`src/rtl/frame_read_arbiter_if.sv`:
```
// ----------------------------------------------------------------------------
// frame_read_arbiter_if
// Bundle between the frame BRAM read arbiter and its surroundings: the pixel
// requesters plus the BRAM read port.
//   req_in        requester i wants one pixel read (bit per requester)
//   addr_in       requester i address in [i*ADDR_W +: ADDR_W]
//   gnt_out       one-hot one-cycle pulse, read of requester i accepted
//   bram_addr_out registered address to the BRAM read port
//   bram_data_in  BRAM read data, READ_LATENCY cycles after the address
//   rvalid_out    one-hot pulse, returned pixel belongs to requester i
//   rdata_out     returned pixel (1 = white), qualified by rvalid_out
//   busy_out      a read is in flight in the latency pipeline
// Modports: slave = arbiter, master = requesters together with the BRAM.
// ----------------------------------------------------------------------------
interface frame_read_arbiter_if #(
    parameter int unsigned NUM_REQ = 3,
    parameter int unsigned ADDR_W  = 20
);
    logic [NUM_REQ-1:0]        req_in;
    logic [NUM_REQ*ADDR_W-1:0] addr_in;
    logic [NUM_REQ-1:0]        gnt_out;
    logic [ADDR_W-1:0]         bram_addr_out;
    logic                      bram_data_in;
    logic [NUM_REQ-1:0]        rvalid_out;
    logic                      rdata_out;
    logic                      busy_out;

    modport slave (
        input  req_in,
        input  addr_in,
        input  bram_data_in,
        output gnt_out,
        output bram_addr_out,
        output rvalid_out,
        output rdata_out,
        output busy_out
    );

    modport master (
        output req_in,
        output addr_in,
        output bram_data_in,
        input  gnt_out,
        input  bram_addr_out,
        input  rvalid_out,
        input  rdata_out,
        input  busy_out
    );
endinterface

```
`src/rtl/frame_read_arbiter.sv`:
```
// ----------------------------------------------------------------------------
// frame_read_arbiter
// Shares the single 1-bpp frame BRAM read port between NUM_REQ pixel readers.
// One read is granted per cycle with round-robin priority; the BRAM address
// is registered on the grant edge and the returned pixel is routed back to
// the issuing requester READ_LATENCY+1 cycles after its gnt_out pulse.
// Ports:
//   clk_in  system clock, rising edge
//   rst_in  asynchronous active-low reset
//   bus     frame_read_arbiter_if.slave (requester and BRAM signals)
// ----------------------------------------------------------------------------
module frame_read_arbiter #(
    parameter int unsigned NUM_REQ      = 3,
    parameter int unsigned ADDR_W       = 20,
    parameter int unsigned READ_LATENCY = 2
) (
    input logic                 clk_in,
    input logic                 rst_in,
    frame_read_arbiter_if.slave bus
);
    localparam int unsigned PTR_W = $clog2(NUM_REQ);

    // Arbitration
    logic                    active_q;
    logic [PTR_W-1:0]        ptr_q;
    logic [PTR_W-1:0]        ptr_d;
    logic                    found;
    logic                    grant_en;
    logic [PTR_W-1:0]        win_idx;
    logic [NUM_REQ-1:0]      win_oh;
    logic [ADDR_W-1:0]       win_addr;
    int unsigned             cand;

    // Registered outputs and return path
    logic [NUM_REQ-1:0]      gnt_q;
    logic [ADDR_W-1:0]       bram_addr_q;
    logic [READ_LATENCY-1:0] tag_vld_q;
    logic [NUM_REQ-1:0]      tag_id_q [READ_LATENCY];
    logic                    smp_vld_q;
    logic [NUM_REQ-1:0]      smp_id_q;
    logic                    smp_data_q;
    logic [NUM_REQ-1:0]      rvalid_q;
    logic                    rdata_q;

    // Round-robin search: start at the pointer, wrap modulo NUM_REQ.
    always_comb begin
        found   = 1'b0;
        win_idx = '0;
        cand    = 0;
        for (int unsigned off = 0; off < NUM_REQ; off++) begin
            cand = 32'(ptr_q) + off;
            if (cand >= NUM_REQ) begin
                cand = cand - NUM_REQ;
            end
            if (!found && bus.req_in[PTR_W'(cand)]) begin
                found   = 1'b1;
                win_idx = PTR_W'(cand);
            end
        end
    end

    // active_q blocks the grant on the first edge after reset release.
    assign grant_en = found & active_q;
    assign win_addr = bus.addr_in[32'(win_idx)*ADDR_W +: ADDR_W];

    always_comb begin
        win_oh = '0;
        if (grant_en) begin
            win_oh[win_idx] = 1'b1;
        end
    end

    always_comb begin
        ptr_d = ptr_q;
        if (grant_en) begin
            if (32'(win_idx) == NUM_REQ - 1) begin
                ptr_d = '0;
            end else begin
                ptr_d = win_idx + PTR_W'(1);
            end
        end
    end

    always_ff @(posedge clk_in or negedge rst_in) begin
        if (!rst_in) begin
            active_q    <= 1'b0;
            ptr_q       <= '0;
            gnt_q       <= '0;
            bram_addr_q <= '0;
            tag_vld_q   <= '0;
            for (int unsigned k = 0; k < READ_LATENCY; k++) begin
                tag_id_q[k] <= '0;
            end
            smp_vld_q   <= 1'b0;
            smp_id_q    <= '0;
            smp_data_q  <= 1'b0;
            rvalid_q    <= '0;
            rdata_q     <= 1'b0;
        end else begin
            active_q <= 1'b1;
            ptr_q    <= ptr_d;
            gnt_q    <= win_oh;
            if (grant_en) begin
                bram_addr_q <= win_addr;
            end

            // Stage 0 holds the read whose address is loaded on this edge.
            tag_vld_q[0] <= grant_en;
            tag_id_q[0]  <= win_oh;
            for (int unsigned k = 1; k < READ_LATENCY; k++) begin
                tag_vld_q[k] <= tag_vld_q[k-1];
                tag_id_q[k]  <= tag_id_q[k-1];
            end

            // BRAM data is valid READ_LATENCY edges after the address edge;
            // capture it with the tag that has just left the pipeline.
            smp_vld_q  <= tag_vld_q[READ_LATENCY-1];
            smp_id_q   <= tag_id_q[READ_LATENCY-1];
            smp_data_q <= bus.bram_data_in;

            rvalid_q <= smp_vld_q ? smp_id_q : '0;
            if (smp_vld_q) begin
                rdata_q <= smp_data_q;
            end
        end
    end

    assign bus.gnt_out       = gnt_q;
    assign bus.bram_addr_out = bram_addr_q;
    assign bus.rvalid_out    = rvalid_q;
    assign bus.rdata_out     = rdata_q;
    assign bus.busy_out      = |tag_vld_q;

endmodule
```
`src/flat_wrapper.sv`:
```
// flat-port wrapper written by rule: the top's interface ports become plain ports
module frame_read_arbiter_flat 
#(
    parameter int unsigned NUM_REQ      = 3,
    parameter int unsigned ADDR_W       = 20,
    parameter int unsigned READ_LATENCY = 2
)
  (clk_in, rst_in, bus_req_in, bus_addr_in, bus_bram_data_in, bus_gnt_out, bus_bram_addr_out, bus_rvalid_out, bus_rdata_out, bus_busy_out);
  frame_read_arbiter_if #(.NUM_REQ(NUM_REQ), .ADDR_W(ADDR_W)) bus_i ();
  input logic clk_in;
  input logic rst_in;
  input wire logic [$bits(bus_i.req_in)-1:0] bus_req_in;
  input wire logic [$bits(bus_i.addr_in)-1:0] bus_addr_in;
  input wire logic [$bits(bus_i.bram_data_in)-1:0] bus_bram_data_in;
  output wire logic [$bits(bus_i.gnt_out)-1:0] bus_gnt_out;
  output wire logic [$bits(bus_i.bram_addr_out)-1:0] bus_bram_addr_out;
  output wire logic [$bits(bus_i.rvalid_out)-1:0] bus_rvalid_out;
  output wire logic [$bits(bus_i.rdata_out)-1:0] bus_rdata_out;
  output wire logic [$bits(bus_i.busy_out)-1:0] bus_busy_out;
  assign bus_i.req_in = bus_req_in;
  assign bus_i.addr_in = bus_addr_in;
  assign bus_i.bram_data_in = bus_bram_data_in;
  assign bus_gnt_out = bus_i.gnt_out;
  assign bus_bram_addr_out = bus_i.bram_addr_out;
  assign bus_rvalid_out = bus_i.rvalid_out;
  assign bus_rdata_out = bus_i.rdata_out;
  assign bus_busy_out = bus_i.busy_out;
  frame_read_arbiter #(.NUM_REQ(NUM_REQ), .ADDR_W(ADDR_W), .READ_LATENCY(READ_LATENCY)) u_core (.clk_in(clk_in), .rst_in(rst_in), .bus(bus_i));
endmodule
```
`config.mk`:
```
export PLATFORM = sky130hd
export DESIGN_NAME = frame_read_arbiter_flat
export DESIGN_NICKNAME = d
export VERILOG_FILES = /design/src/rtl/frame_read_arbiter_if.sv /design/src/rtl/frame_read_arbiter.sv /design/src/flat_wrapper.sv
export SDC_FILE = /design/constraint.sdc
export NUM_CORES = 1
export LEC_CHECK = 0
export BUFFER_PORTS_ARGS = -buffer_cell sky130_fd_sc_hd__buf_4
export CAP_MARGIN = 20
export CORE_AREA = 2 2 70 72
export CTS_CLUSTER_SIZE = 20
export DETAILED_ROUTE_END_ITERATION = 10
export DIE_AREA = 0 0 72 74
export PLACE_DENSITY = 0.77
export SYNTH_ARGS = -nofsm -noshare
export SYNTH_HDL_FRONTEND = slang
export SYNTH_SLANG_ARGS = --single-unit
```
`constraint.sdc`:
```
create_clock -name clk_in -period 2.44 [get_ports clk_in]
set_input_delay 0.122 -clock clk_in [delete_from_list [all_inputs] [get_ports clk_in]]
set_output_delay 0.122 -clock clk_in [all_outputs]
set_load 0.05 [all_outputs]
```
; ---- Yosys cells after proc, flatten, opt, wreduce, memory -nomap -nowiden
; Cells that the tools add are included.
[word_totals]
inputBits = 66
elab_cells = 55
out_inout_bits = 28
ff_bits = 40
[classes]
shift = 1
n_eq_ne = 1
reduce_logical = 6
bitwise = 1
n_mul = 1
addsub = 6
order_cmp = 8
mux = 20
[ops]
columns = operator, count
row1 = $shiftx A60 B8 Y20, 1
row2 = $mux W2, 7
row3 = $lt A2 B3 Y1 const B, 4
row4 = $mux W1, 7
row5 = $bmux W1 S2, 3
row6 = $ge A3 B2 Y1 const B, 2
row7 = $mux W3, 2
row8 = $sub A2 B2 Y2 const B, 3
row9 = $mul A2 B3 Y5 const B, 1
row10 = $add A2 B1 Y3 const B, 1
row11 = $add A2 B2 Y3 const B, 1
row12 = $logic_and A1 B1 Y1, 3
row13 = $add A2 B1 Y2 const B, 1
row14 = $demux W1 S2, 1
row15 = $eq A2 B2 Y1 const B, 1
row16 = $ge A2 B1 Y1 const B, 1
row17 = $ge A2 B2 Y1 const B, 1
row18 = $logic_not A1 Y1, 2
row19 = $reduce_or A2 Y1, 1
row20 = $and A1 B1 Y1, 1

; ---- Logic depth before layout (Yosys ltp)
[logic_depth]
word_depth = 16
ltp_mapped = 9
depth_no_buf = 8

; ---- Worst setup path after synthesis
; OpenSTA, ideal clock, no wires.
[synth_path]
path_kind = flip-flop to flip-flop
from = register u_core.ptr_q[1]
to = register u_core.bram_addr_q[0] (netlist: u_core.bus.bram_addr_out[0])
required_time_ns = 2.312
setup_ns = 0.128
t_arrival_ns = 1.952
n_path_buf = 1
path_slack_ns = 0.359
synth_period_minus_slack_ns = 2.081
stages_incl_launch_ff = 9
cell_sequence = dfrtp_1 -> inv_1 -> ha_1 -> mux2i_1 -> o211ai_2 -> o22ai_4 -> buf_6 -> mux2i_1 -> o211ai_2
[synth_via]
elab_chain_cells = 13
word_cells_on_any_way = 30
classes_between = add/sub: 5 / mul: 1 / order compare: 3 / shift: 1 / mux: 15 / bitwise: 1 / reduce/logical: 4
[synth_lines]
columns = item, line
row1 = start: declaration, frame_read_arbiter.sv:25  ; logic [PTR_W-1:0] ptr_q;
row2 = start signal: assignment, frame_read_arbiter.sv:101  ; ptr_q <= ptr_d;
row3 = branches (longest 13 deep; another with $mul A2 B3 Y5), -
row4 = end signal: assignment, frame_read_arbiter.sv:104  ; bram_addr_q <= win_addr;
row5 = end: declaration, frame_read_arbiter.sv:36  ; logic [ADDR_W-1:0] bram_addr_q;
; Several ways; the timed one is not identified. The select of a mux whose other input is x is not followed.
; A chain may end at the register's enable or synchronous reset.

; ---- Final worst setup path
[layout_path]
from = register u_core.ptr_q[1]
to = register u_core.bram_addr_q[3] (netlist: u_core.bus.bram_addr_out[3])
; The elaborated chain is that of the path after synthesis.

==> key figures <==
Final layout
  • Antenna cells: 0
  • Post-Layout Cell Count: 327
  • Final Util: 64.8%
  • Layout cell share with drive strength beyond 1: 51.3%
  • Synth-to-layout area growth: 42.5%
  • Design Area, Final: 2980 µm²
  • Nets: 342

Pwr
  • Final Power: 4.44 mW
  • Pint: 2.32 mW
  • Comb power frac: 62.4%
  • P_sw: 2.12 mW
  • Peak VDD IR: 692 µV
  • Clock share of power: 13.0%
  • Pleak: 1.51 nW
  • Cell Pwr Density: 1490 nW/µm²
  • Flop pwr share: 24.7%
  • Net Sw Frac: 47.7%

Placement
  • Routability cong.: 0.848
  • Port-buffer cells: 93
  • Pre-CTS WS: 0.0277 ns
  • Cell Area, Placed: 2820 µm²
  • Post-DP HPWL: 3.73 mm
  • Dpl cells: 317

Synth
  • Synthesized area: 2090 µm²
  • Post-synth top area share: 47.8%
  • Synth area leader: dfrtp_1
  • Top-count cell post-synth: dfrtp_1
  • Cell count after synthesis: 178
  • Synth unique cells: 34
  • Async set or reset register ratio after synthesis: 100%
  • Seq/Total Area, Yosys: 47.8%
  • Commonest cells post-synth: dfrtp_1, mux2i_1, nand2_1, nand3_1, o211ai_2
  • Synth Register Bits: 40
  • Top post-synthesis cells by area: dfrtp_1, o211ai_2, mux2i_1
  • Avg Synthesized Cell Area: 11.8 µm²
  • Syn nets: 248
  • Synth warn: 0
  • Synth Flop Type: dfrtp_1
  • Number of flops mapped to enable cells by yosys: 0

Routing
  • WL final: 5.09 mm
  • Avg WL per Cell: 15.6 µm
  • TritonRoute pass-1 iters: 4
  • Via count of the routed design: 1701
  • Post-route ant nets: 0
  • DRC Markers: 0
  • Via-per-instance ratio: 5.20
  • Initial DRC count: 71

Clocking
  • Num CTS Buffers: 5
  • Root Driver: clkbuf_8
  • Clk slew on worst S/H paths: 0.08 ns
  • Clock Path Buffers: 2
  • Post-CTS setup buffer count: 0
  • CTS tree: yes
  • Clock Latency Late Sink: 0.29 ns
  • Num Clock Sinks: 40
  • Htree depth: 2

Floorplanning
  • I/O pins: 94
  • Core area: 4600 µm²
  • Initial Util: 45.5%
  • Die H: 74 µm
  • Die W: 72 µm
  • Die ar.: 5330 µm²
  • Row count: 25

Worst hold path
  • Hold depth: 3
  • HP Class: in -> reg
  • Worst hold endpoint: u_core.bus.bram_addr_out[7]$_DFFE_PN0P_
  • Hold Path Origin: bus_addr_in[47]

Worst setup path
  • Critical path class: reg -> reg
  • R2R Path Start: u_core.ptr_q[1]$_DFFE_PN0P_
  • Crit-path max FO: 12
  • CP Launch Type: flip-flop
  • Worst Path Required: 2.61 ns
  • CP Capture Type: flip-flop
  • Reg2reg path depth: 8
  • Flop2flop setup slack: 0.19 ns
  • Worst path arrival time: 2.43 ns
  • RR Endpoint: u_core.bus.bram_addr_out[3]$_DFFE_PN0P_

Timing
  • Unrepaired setup endpoints after global routing: no
  • Max Clock Skew: 0.00460 ns
  • Max Clock Freq: 0.444 GHz
  • Hold slack final: 0.0711 ns
  • Final min period: 2.25 ns
  • Setup TNS: 0 ns
  • Setup violators final: 0
  • Rel. slew slack: 66.4%
  • Tcrit/Tclk final: 92.4%
  • Post-layout worst setup margin: 0.187 ns
  • Slew Viols, Final: 0
  • Final Hold Fails: 0
  • Worst-margin pin slew: 0.503 ns

Global routing
  • Largest net degree at the start of global routing: 41
  • GRT Util Overall: 20.1%
  • Wire length of the first global-routing pass: 8.09 mm
  • Total gr overflow: 0
  • Initial antenna violation count: 0
  • Number of global-route vias before repair: 1684

Flow run
  • Max-cap violations: 0

Run status
  • Outcome: completed
==> cell families after synthesis <==
logic type,synth area share [%]
AO/OA/AOI/OAI,18.3
AND/OR/NAND/NOR,13.8
other,0.179
buffers and inverters,5.44
flip-flops,47.8
multiplexers,12.1
adder cells (fa/ha/maj),2.39
==> per-layer routing <==
metal / vias up / wire [µm] / global-route usage [%]
li1: 825 / - / -
met1: 803 / 2120 / 24.7
met2: 66 / 2550 / 34.7
met3: 7 / 377 / 5.83
met4: 0 / 48 / 6.08
met5: - / 0 / 0
==> sequential cells by signal, indices dropped and copies added, names as in the netlist <==
signal                    cells
u_core.tag_id_q               3
u_core.smp_id_q               3
u_core.tag_vld_q              2
u_core.bus.rvalid_out         3
u_core.smp_data_q             1
u_core.active_q               1
u_core.ptr_q                  2
u_core.smp_vld_q              1
u_core.bus.bram_addr_out     20
u_core.bus.gnt_out            3
u_core.bus.rdata_out          1
==> cells in the final DEF (no fill, tap or decap), types with 3 or more instances in the layout <==
cell type	Yosys	routed
dfrtp_1	40	40
buf_4	3	96
clkbuf_8	0	6
nand3b_1	4	4
mux2i_1	23	20
nand2_1	20	20
inv_1	4	4
nor2_1	4	4
nand3_1	20	20
and2_1	3	3
mux2i_2	0	3
o211ai_2	19	19
==> how the worst max path moves through the flow <==
| stage | start | endpoint |
|---|---|---|
| CTS | u_core.ptr_q[1]$_DFFE_PN0P_ | u_core.bus.bram_addr_out[3]$_DFFE_PN0P_ |
| finish | u_core.ptr_q[1]$_DFFE_PN0P_ | u_core.bus.bram_addr_out[3]$_DFFE_PN0P_ |
| global route | u_core.ptr_q[1]$_DFFE_PN0P_ | u_core.bus.bram_addr_out[3]$_DFFE_PN0P_ |
| global placement | u_core.ptr_q[1]$_DFFE_PN0P_ | u_core.bus.bram_addr_out[3]$_DFFE_PN0P_ |
| detailed placement | u_core.ptr_q[1]$_DFFE_PN0P_ | u_core.bus.bram_addr_out[3]$_DFFE_PN0P_ |
| floorplan | u_core.ptr_q[1]$_DFFE_PN0P_ | u_core.bus.bram_addr_out[0]$_DFFE_PN0P_ |
==> what timing repair did <==
item / CTS / global route
hold buffers: 2 / 0
setup endpoints to repair: 0 / 24
gates resized for setup: 0 / 6
endpoints found under the hold margin: 41 / 0
==> critical path, stage by stage, from the launching register on <==
cell      delay, ns
dfrtp_1        0.42
inv_1          0.09
ha_2           0.27
mux2i_2        0.32
o211ai_2       0.16
o22ai_4        0.24
buf_6          0.22
mux2i_2        0.33
o211ai_2       0.10
==> power groups by stage <==
stage	clock network, mW	logic, mW	registers (mW)
floorplan	0	1.45	1.70
finish	0.575	2.77	1.10
CTS	0.587	2.76	1.10
global route	0.612	2.97	1.13
global placement	0	2.71	1.09
detailed placement	0	2.76	1.10
==> final cells by class <==
class                           instances  area, µm²
Clock inverter                          2       38.8
Tap cell                               54       67.6
Inverter                                5       18.8
Clock buffer                            6       82.6
Multi-Input combinational cell        120       1000
Fill cell                             388       1620
Timing Repair Buffer                  100        772
Sequential cell                        40       1000
Note: power is estimated with default switching activity, not from simulation.
